==> config.mk <==
export PLATFORM = sky130hd
export DESIGN_NAME = spi_interface
export DESIGN_NICKNAME = d
export VERILOG_FILES = /design/src/rtl/spi_interface.sv
export SDC_FILE = /design/constraint.sdc
export NUM_CORES = 2
export LEC_CHECK = 0
export BUFFER_PORTS_ARGS = -buffer_cell sky130_fd_sc_hd__buf_2
export CAP_MARGIN = 40
export CORE_ASPECT_RATIO = 0.8
export CORE_MARGIN = 2
export CORE_UTILIZATION = 55
export CTS_BUF_LIST = sky130_fd_sc_hd__clkbuf_4 sky130_fd_sc_hd__clkbuf_8 sky130_fd_sc_hd__clkbuf_16
export CTS_CLUSTER_DIAMETER = 60
export CTS_CLUSTER_SIZE = 16
export DETAILED_ROUTE_END_ITERATION = 8
export PLACE_DENSITY_LB_ADDON = 0.25
export SLEW_MARGIN = 20
export SYNTH_ARGS = -nofsm -noshare
export SYNTH_HDL_FRONTEND = slang
export SYNTH_SLANG_ARGS = --single-unit
==> constraint.sdc <==
create_clock -name clk -period 13 [get_ports clk]
set_input_delay 2.6 -clock clk [delete_from_list [all_inputs] [get_ports clk]]
set_output_delay 2.6 -clock clk [all_outputs]
set_load 0.005 [all_outputs]
==> src/rtl/spi_interface.sv <==
// spi_interface -- SPI-style slave with an internal 256x8 RAM.
//
// Frame format: 10 bits, MSB first, captured on rising clk while SS_n is low.
//   din[9:8] = 00  load write address      (wr_addr <= din[7:0])
//   din[9:8] = 01  write data              (RAM1[wr_addr] <= din[7:0])
//   din[9:8] = 10  load read address       (rd_addr <= din[7:0], rd_addr_flag set)
//   din[9:8] = 11  read data               (RAM1[rd_addr] shifted out on MISO)
//
// Ports (spi_interface):
//   MOSI  in   serial data from master
//   clk   in   sole clock, rising edge
//   SS_n  in   active-low slave select; high aborts any frame
//   rst   in   synchronous active-high reset
//   MISO  out  registered serial read data, 0 when idle
//
// Build option: define SPI_ADDR_AUTOINC_EN to make wr_addr advance after each
// data write and rd_addr advance after each data read (mod 256); in that build a
// read keeps rd_addr_flag set so back-to-back reads stream consecutive bytes.

// Single-port RAM plus the address registers it acts on.
//   clk, rst      clock and synchronous reset (RAM1 itself is never reset)
//   din[9:0]      completed frame, valid while rx_valid is high
//   rx_valid      one-cycle strobe for a complete frame
//   dout[7:0]     byte read by a cmd-11 frame
//   tx_valid      one-cycle strobe, dout has just been loaded
//   rd_addr_flag  a read address has been loaded and not yet consumed
module spi_ram (
   input  logic       clk,
   input  logic       rst,
   input  logic [9:0] din,
   input  logic       rx_valid,
   output logic [7:0] dout,
   output logic       tx_valid,
   output logic       rd_addr_flag
);

   logic [7:0] RAM1 [0:255];
   logic [7:0] wr_addr;
   logic [7:0] rd_addr;

   // Kept apart from the reset block so the array maps onto a plain RAM.
   always_ff @(posedge clk) begin
      if (!rst && rx_valid && din[9:8] == 2'b01)
         RAM1[wr_addr] <= din[7:0];
   end

   always_ff @(posedge clk) begin
      if (rst) begin
         wr_addr      <= 8'h00;
         rd_addr      <= 8'h00;
         rd_addr_flag <= 1'b0;
         dout         <= 8'h00;
         tx_valid     <= 1'b0;
      end else begin
         tx_valid <= 1'b0;
         if (rx_valid) begin
            case (din[9:8])
               2'b00: wr_addr <= din[7:0];
               2'b01: begin
`ifdef SPI_ADDR_AUTOINC_EN
                  wr_addr <= wr_addr + 8'd1;
`endif
               end
               2'b10: begin
                  rd_addr      <= din[7:0];
                  rd_addr_flag <= 1'b1;
               end
               default: begin
                  dout     <= RAM1[rd_addr];
                  tx_valid <= 1'b1;
`ifdef SPI_ADDR_AUTOINC_EN
                  rd_addr  <= rd_addr + 8'd1;
`else
                  rd_addr_flag <= 1'b0;
`endif
               end
            endcase
         end
      end
   end

endmodule

// state     | meaning
// ----------+-----------------------------------------------------------
// IDLE      | waiting for SS_n low
// CHK_CMD   | capture frame bit 9, pick write / read-address / read-data
// WRITE     | shift bits 8..0 of a write-type frame (cmd 00 or 01)
// READ_ADD  | shift bits 8..0, no read address pending (no MISO output)
// READ_DATA | shift bits 8..0, read address pending; serialize cmd-11 data
module spi_interface (
   input  logic MOSI,
   input  logic clk,
   input  logic SS_n,
   input  logic rst,
   output logic MISO
);

   typedef enum logic [2:0] {
      IDLE      = 3'd0,
      CHK_CMD   = 3'd1,
      WRITE     = 3'd2,
      READ_ADD  = 3'd3,
      READ_DATA = 3'd4
   } state_t;

   state_t     state;
   logic [9:0] din;
   logic [3:0] bit_cnt;      // frame bits still to shift after bit 9
   logic       rx_valid;
   logic       ser_active;
   logic [2:0] ser_idx;      // next dout bit to drive while serializing
   logic [7:0] dout;
   logic       tx_valid;
   logic       rd_addr_flag;

   spi_ram RAM (
      .clk          (clk),
      .rst          (rst),
      .din          (din),
      .rx_valid     (rx_valid),
      .dout         (dout),
      .tx_valid     (tx_valid),
      .rd_addr_flag (rd_addr_flag)
   );

   always_ff @(posedge clk) begin
      if (rst) begin
         state      <= IDLE;
         din        <= 10'd0;
         bit_cnt    <= 4'd0;
         rx_valid   <= 1'b0;
         ser_active <= 1'b0;
         ser_idx    <= 3'd0;
         MISO       <= 1'b0;
      end else if (SS_n) begin
         // Deselect discards any partial frame and stops serialization.
         state      <= IDLE;
         bit_cnt    <= 4'd0;
         rx_valid   <= 1'b0;
         ser_active <= 1'b0;
         MISO       <= 1'b0;
      end else begin
         rx_valid <= 1'b0;
         case (state)
            IDLE: state <= CHK_CMD;
            CHK_CMD: begin
               din     <= {9'd0, MOSI};
               bit_cnt <= 4'd9;
               if (!MOSI)
                  state <= WRITE;
               else if (rd_addr_flag)
                  state <= READ_DATA;
               else
                  state <= READ_ADD;
            end
            WRITE, READ_ADD, READ_DATA: begin
               // Once bit_cnt reaches 0, further MOSI bits are ignored until deselect.
               if (bit_cnt != 4'd0) begin
                  din     <= {din[8:0], MOSI};
                  bit_cnt <= bit_cnt - 4'd1;
                  if (bit_cnt == 4'd1)
                     rx_valid <= 1'b1;
               end
            end
            default: state <= IDLE;
         endcase

         // tx_valid in READ_ADD yields no output: only READ_DATA frames serialize.
         if (ser_active) begin
            MISO <= dout[ser_idx];
            if (ser_idx == 3'd0)
               ser_active <= 1'b0;
            else
               ser_idx <= ser_idx - 3'd1;
         end else if (tx_valid && state == READ_DATA) begin
            MISO       <= dout[7];
            ser_active <= 1'b1;
            ser_idx    <= 3'd6;
         end else begin
            MISO <= 1'b0;
         end
      end
   end

endmodule

* Word-level counts from Yosys, hierarchy flattened
Memories as Yosys holds them, arrays and structs flattened. A register that Yosys moved wholly into a read port is not among the register bits.
Cells that the tools add are included.
** Word-level totals
- Bits in registers :: 41
- RAM bits :: 2048
- Logic and storage cells :: 75
- Memories :: 1
** Memory list
- RAM.RAM1 :: depth 256, bits a word 8, rd ports 1, clocked after Yosys merged registers in 1, wr ports 1, RTL line 37 : logic [7:0] RAM1 [0:255];
** Operators by class
- Add/sub/neg operators :: 2
- $lt $le $gt $ge :: 1
- Eq/ne operators :: 9
- Muxes and demuxes :: 22
- Bitwise logic cells :: 6
- Reductions and logical operators :: 23
** Operator list (number)
- one-hot mux 10 bit (2 select lines) :: 1
- 2-to-1 mux 3 bit :: 5
- 2-to-1 mux 1 bit :: 10
- 2-to-1 mux 10 bit :: 1
- AND reduction 2 bit :: 5
- one-hot mux 3 bit (3 select lines) :: 1
- one-hot mux 4 bit (2 select lines) :: 1
- == test 3 x 2 -> 1 bit, second input constant :: 2
- logical NOT 3 bit :: 2
- inverter 1 bit :: 6
- AND reduction 3 bit :: 2
- OR reduction 2 bit :: 3
- OR reduction 3 bit :: 2
- == test 4 x 1 -> 1 bit, second input constant :: 1
- less-than comparator 3 x 4 -> 1 bit, second input constant :: 1
- 2-to-1 mux 4 bit :: 1
- != test 2 bit, second input constant :: 2
- nonzero test 2 bit :: 2
- nonzero test 4 bit :: 1
- OR reduction 4 bit :: 1
- subtractor 4 x 1 -> 4 bit, second input constant :: 1
- binary-select mux 1 bit (select 3 bit) :: 1
- == test 3 x 1 -> 1 bit, second input constant :: 1
- == test 3 bit, second input constant :: 1
- other kinds (7) :: 9

* Depth between registers and ports, before layout
- Depth in word-level cells :: 5
- Mapped depth :: 13
- Depth with buffers taken out :: 8

* By module
From an unflattened synthesis, not the netlist that was laid out.
** Second synthesis, totals
- Cell total of the unflattened synthesis :: 4080
- Area total of the unflattened synthesis :: 81921.1 µm²
** By module, submodules not included
- spi_ram :: times used 1, cells each 3965, area each 80782.5 µm², seq. area each 62019.5 µm²
- spi_interface :: times used 1, cells each 115, area each 1138.6 µm², seq. area each 460.4 µm²

* Worst setup path after synthesis
OpenSTA, ideal clock, no wires.
- Kind :: in2reg
- From :: input rst
- To :: memory RAM.RAM1[112][0], enable pin
- Setup time :: 370 ps
- Arrival :: 4239 ps
- Data required time :: 12630 ps
- Setup slack :: 8391 ps
- Cell stages on the path :: 6
- Path buffers :: 3
- Path through :: nor4bb_1 -> clkbuf_1 -> buf_1 -> nand3_1 -> clkbuf_1 -> nor2_1
** On the way
- Word-level cells in the longest chain between the ends :: 5
** Ends and longest elaborated chain
- start: declaration :: RTL line 95 : input logic rst,
- logical NOT 1 bit :: RTL line 43 : if (!rst && rx_valid && din[9:8] == 2'b01)
- logical AND 1 bit (2 in a row) :: RTL line 43
- 2-to-1 mux 1 bit :: RTL line 43
- 2-to-1 mux 1 bit (not written as such) :: RTL line 44 : RAM1[wr_addr] <= din[7:0];
- end: declaration :: RTL line 37
Every way passes these cells.

==> impl_metrics.py <==
metrics = {
    "sta": {
        "rsz0062_at_grt": "false",
        "finalHoldViolCount": 0,
        "setup_slack_ns": 7.619,
        "slew_headroom_pct": 26.18,
        "period_share_pct": 41.39,
        "tns_ns": 0,
        "worstMarginPinSlew_ns": 1.107,
        "slew_viol_final": 0,
        "fmax_mhz": 185.8,
        "skew_ns": 0.03016,
        "setup_viol": 0,
        "min_period_ns": 5.381,
    },
    "worst_setup_path": {
        "crit_start": "RAM.rd_addr[1]$_SDFFE_PP0P_",
        "reg2reg_depth": 9,
        "rrSetupSlack_ns": 7.62,
        "arrival_ns": 6.08,
        "cp.required_ns": 13.70,
        "worstSetupStartpointType": "flip-flop",
        "crit_path_end_kind": "flip-flop",
        "crit_type": "reg -> reg",
        "timing.rr.start": "RAM.rd_addr[1]$_SDFFE_PP0P_",
        "rr_endpoint": "RAM.dout[3]$_SDFFE_PP0P_",
        "cp_max_fo": 57,
    },
    "clocking": {
        "cts-buffers-inserted": 152,
        "post_cts_buffers": 0,
        "cts_resized": 0,
        "cts_root_buf": "clkbuf_16",
        "cts_tree": "done",
        "insertion_delay_ns": 0.81,
        "clkTransAtPathRegs_ns": 0.07,
        "h-tree-depth": 4,
        "holdBufCountCts": 0,
        "cts.sinks": 2097,
        "max-clock-path-buffers": 3,
    },
    "die": {
        "die_h_um": 348.9,
        "die_area_sq_um": 151800,
        "die_w_um": 435.2,
        "ioPinCount": 5,
        "core-area_sq_um": 147600,
        "placementRows": 126,
        "start_util_pct": 55.43,
    },
    "synthesis": {
        "synth_ff_type": "edfxtp_1",
        "async_reset_ff_share_pct": 0,
        "synthCells": 4017,
        "synth_warnings": 0,
        "syn_nets": 4025,
        "syn_area_sq_um": 81800,
        "synthDistinctLibCells": 67,
        "syn_avg_cell_area_sq_um": 20.36,
        "synth-edff-count": 2048,
        "synth_seq_cells": 2097,
        "ys_seq_area_share_pct": 76.38,
    },
    "cells_and_area": {
        "fill_cells": 10310,
        "final_nets": 4074,
        "regArea_sq_um": 62530,
        "multi_input_area_sq_um": 17700,
        "fin_cells": 6097,
        "utilization_pct": 59.98,
        "drive_gt1_share_pct": 19.41,
        "design_area_sq_um": 88510,
        "area_growth_pct": 8.208,
    },
    "pwr": {
        "power_density_nw_per_um2": 133.3,
        "p_leak_uw": 0.02439,
        "peakVddDrop_mv": 0.1325,
    },
    "min_path": {
        "hold_depth": 1,
        "min_path_type": "reg -> reg",
        "holdCritStartpoint": "RAM.dout[0]$_SDFFE_PP0P_",
        "hold_path_end": "RAM.dout[0]$_SDFFE_PP0P_",
    },
    "routing": {
        "drt.antenna.violating_nets": 0,
        "detail_route.first_pass.iterations": 7,
        "via_per_inst": 6.790,
        "post-route-drc-count": 0,
        "vias": 41400,
        "drt_iter0_drc": 6836,
        "wl_per_cell_um": 34.73,
        "wl_mm": 211.7,
    },
    "placed_design": {
        "dpl.hpwl_mm": 131.9,
        "dp.cells": 5880,
        "dp_slack_ns": 7.233,
        "gp_congestion": 0.8968,
        "dpl_cell_area_sq_um": 83960,
        "port_buffers": 4,
    },
    "global_route": {
        "overflow": 0,
        "track_usage_pct": 28.21,
        "first_global_vias": 40200,
        "antenna_found_initial": 5,
        "grt_pass1_wl_mm": 303.0,
        "grt_max_degree": 189,
    },
    "outcome": {
        "outcome": "finished, final reports clean",
    },
    "flow_run": {
        "maxCapViolations": 0,
    },
}
-- cells in the mapped netlist, drive strengths merged (2+ instances only) --
cell type / n / area (sq um)
a211oi: 25 / 187.7
o21a: 3 / 22.52
nor3: 24 / 125.1
nor2: 317 / 1190
o211ai: 6 / 45.04
or3: 2 / 12.51
edfxtp: 2048 / 61500
a211o: 6 / 52.55
mux2i: 250 / 2502
nand2: 108 / 405.4
nor2b: 25 / 156.4
ha: 4 / 50.05
a22o: 9 / 78.83
dfxtp: 49 / 980.9
a221o: 4 / 40.04
a21o: 2 / 15.01
or2: 4 / 25.03
o221ai: 42 / 367.9
or3b: 3 / 26.28
a21oi: 57 / 285.3
nor3b: 4 / 30.03
buf: 148 / 1298
and3: 3 / 18.77
mux4: 429 / 9707
nand2b: 7 / 43.79
or4: 6 / 48.80
a31oi: 21 / 131.4
a221oi: 3 / 26.28
nand3b: 7 / 52.55
mux2: 6 / 67.56
nand3: 38 / 190.2
a311oi: 4 / 35.03
o22ai: 96 / 600.6
and2: 13 / 81.33
nor4: 17 / 106.4
o2111a: 2 / 22.52
o21ai: 22 / 110.1
a22oi: 47 / 352.8
a32oi: 4 / 35.03
a2111oi: 19 / 173.9
clkbuf: 96 / 360.4
o31ai: 2 / 15.01
nand4: 15 / 93.84
inv: 11 / 41.29
-- layer usage --
| metal | vias up | track usage (%) | part of all wire (%) |
|---|---|---|---|
| met5 | - | 0 | 0.011 |
| met4 | 4 | 9.127 | 3.2 |
| met2 | 2820 | 40.35 | 44 |
| met1 | 21610 | 41.97 | 39 |
| li1 | 16630 | - | - |
| met3 | 336 | 8.456 | 13 |
-- cells by family (layout without fill, tap and decap cells) --
family | count (synthesis) | count (layout) | share of synthesized area (%)
adder cells (fa/ha/maj) | 4 | 4 | 0.06119
multiplexers | 685 | 685 | 15.01
AO/OA/AOI/OAI | 377 | 377 | 3.218
flip-flops | 2097 | 2097 | 76.38
XOR/XNOR | 2 | 2 | 0.02142
other | 0 | 2 | 0
AND/OR/NAND/NOR | 597 | 597 | 3.232
buffers and inverters | 255 | 349 | 2.077
-- cell usage in the layout (no fill, tap or decap), types with 10 or more instances in the layout --
cell type	count
a2111oi_0	12
a211oi_1	25
a21oi_1	57
a22oi_1	47
a31oi_1	21
and2_1	10
buf_12	13
buf_2	13
buf_4	90
clkbuf_16	159
clkbuf_4	23
dfxtp_1	37
dfxtp_4	12
edfxtp_1	2048
mux2i_1	250
mux4_1	12
mux4_2	417
nand2_1	106
nand3_1	35
nand4_1	15
nor2_1	313
nor2b_1	24
nor3_1	23
nor4_1	17
o21ai_0	20
o221ai_1	42
o22ai_1	96
-- flip-flops by register name (all words and copies together) (netlist names), 3 cells and up --
name / count
state: 3
RAM.dout: 8
din: 10
RAM.wr_addr: 8
RAM.rd_addr: 8
RAM.RAM1: 2048
ser_idx: 3
bit_cnt: 4
-- critical path: stages (launching register included) --
cell and delay (ns):
dfxtp_4 0.81, buf_4 0.72, buf_4 0.72, buf_4 0.76, mux2_2 0.40, o21ai_0 0.14, a31oi_1 0.11, a2111oi_0 0.84
a2111oi_0 0.14, a221o_1 0.36
-- area by class of cell --
type / count / area share (%)
sequential: 2097 / 70.64
multi-input combinational: 1665 / 20.00
clock buffer: 183 / 4.706
tap: 1984 / 2.805
timing repair buffer: 139 / 1.606
clock inverter: 16 / 0.1880
inverter: 11 / 0.05230
antenna: 2 / 0.005654
-- how the worst max path moves through the flow --
stage / to / slack [ns] / cells past startpoint
6_report: RAM.dout[3]$_SDFFE_PP0P_ / 7.62 / 9
5_1_grt: RAM.dout[5]$_SDFFE_PP0P_ / 7.20 / 11
4_1_cts: RAM.dout[5]$_SDFFE_PP0P_ / 7.48 / 10
3_5_place_dp: RAM.RAM1[137][5]$_DFFE_PP_ / 7.23 / 7
3_3_place_gp: RAM.RAM1[105][6]$_DFFE_PP_ / 6.81 / 7
2_1_floorplan: RAM.RAM1[112][0]$_DFFE_PP_ / 8.39 / 6
-- power by group --
part,internal [uW],switching [uW],leakage (uW),total (uW)
combinational,3.01,14.3,0.00446,17.3
sequential,7300,2.80,0.0178,7300
clock,2260,2220,0.00216,4480
-- per-stage QoR --
step	total power, uW	hold WS (ns)
6_report	11800	0.4773
5_1_grt	12060	0.5033
4_1_cts	11820	0.4774
3_5_place_dp	7472	0.4607
3_3_place_gp	7472	0.4525
2_1_floorplan	7466	0.4306
(Power assumes the default switching activity.)
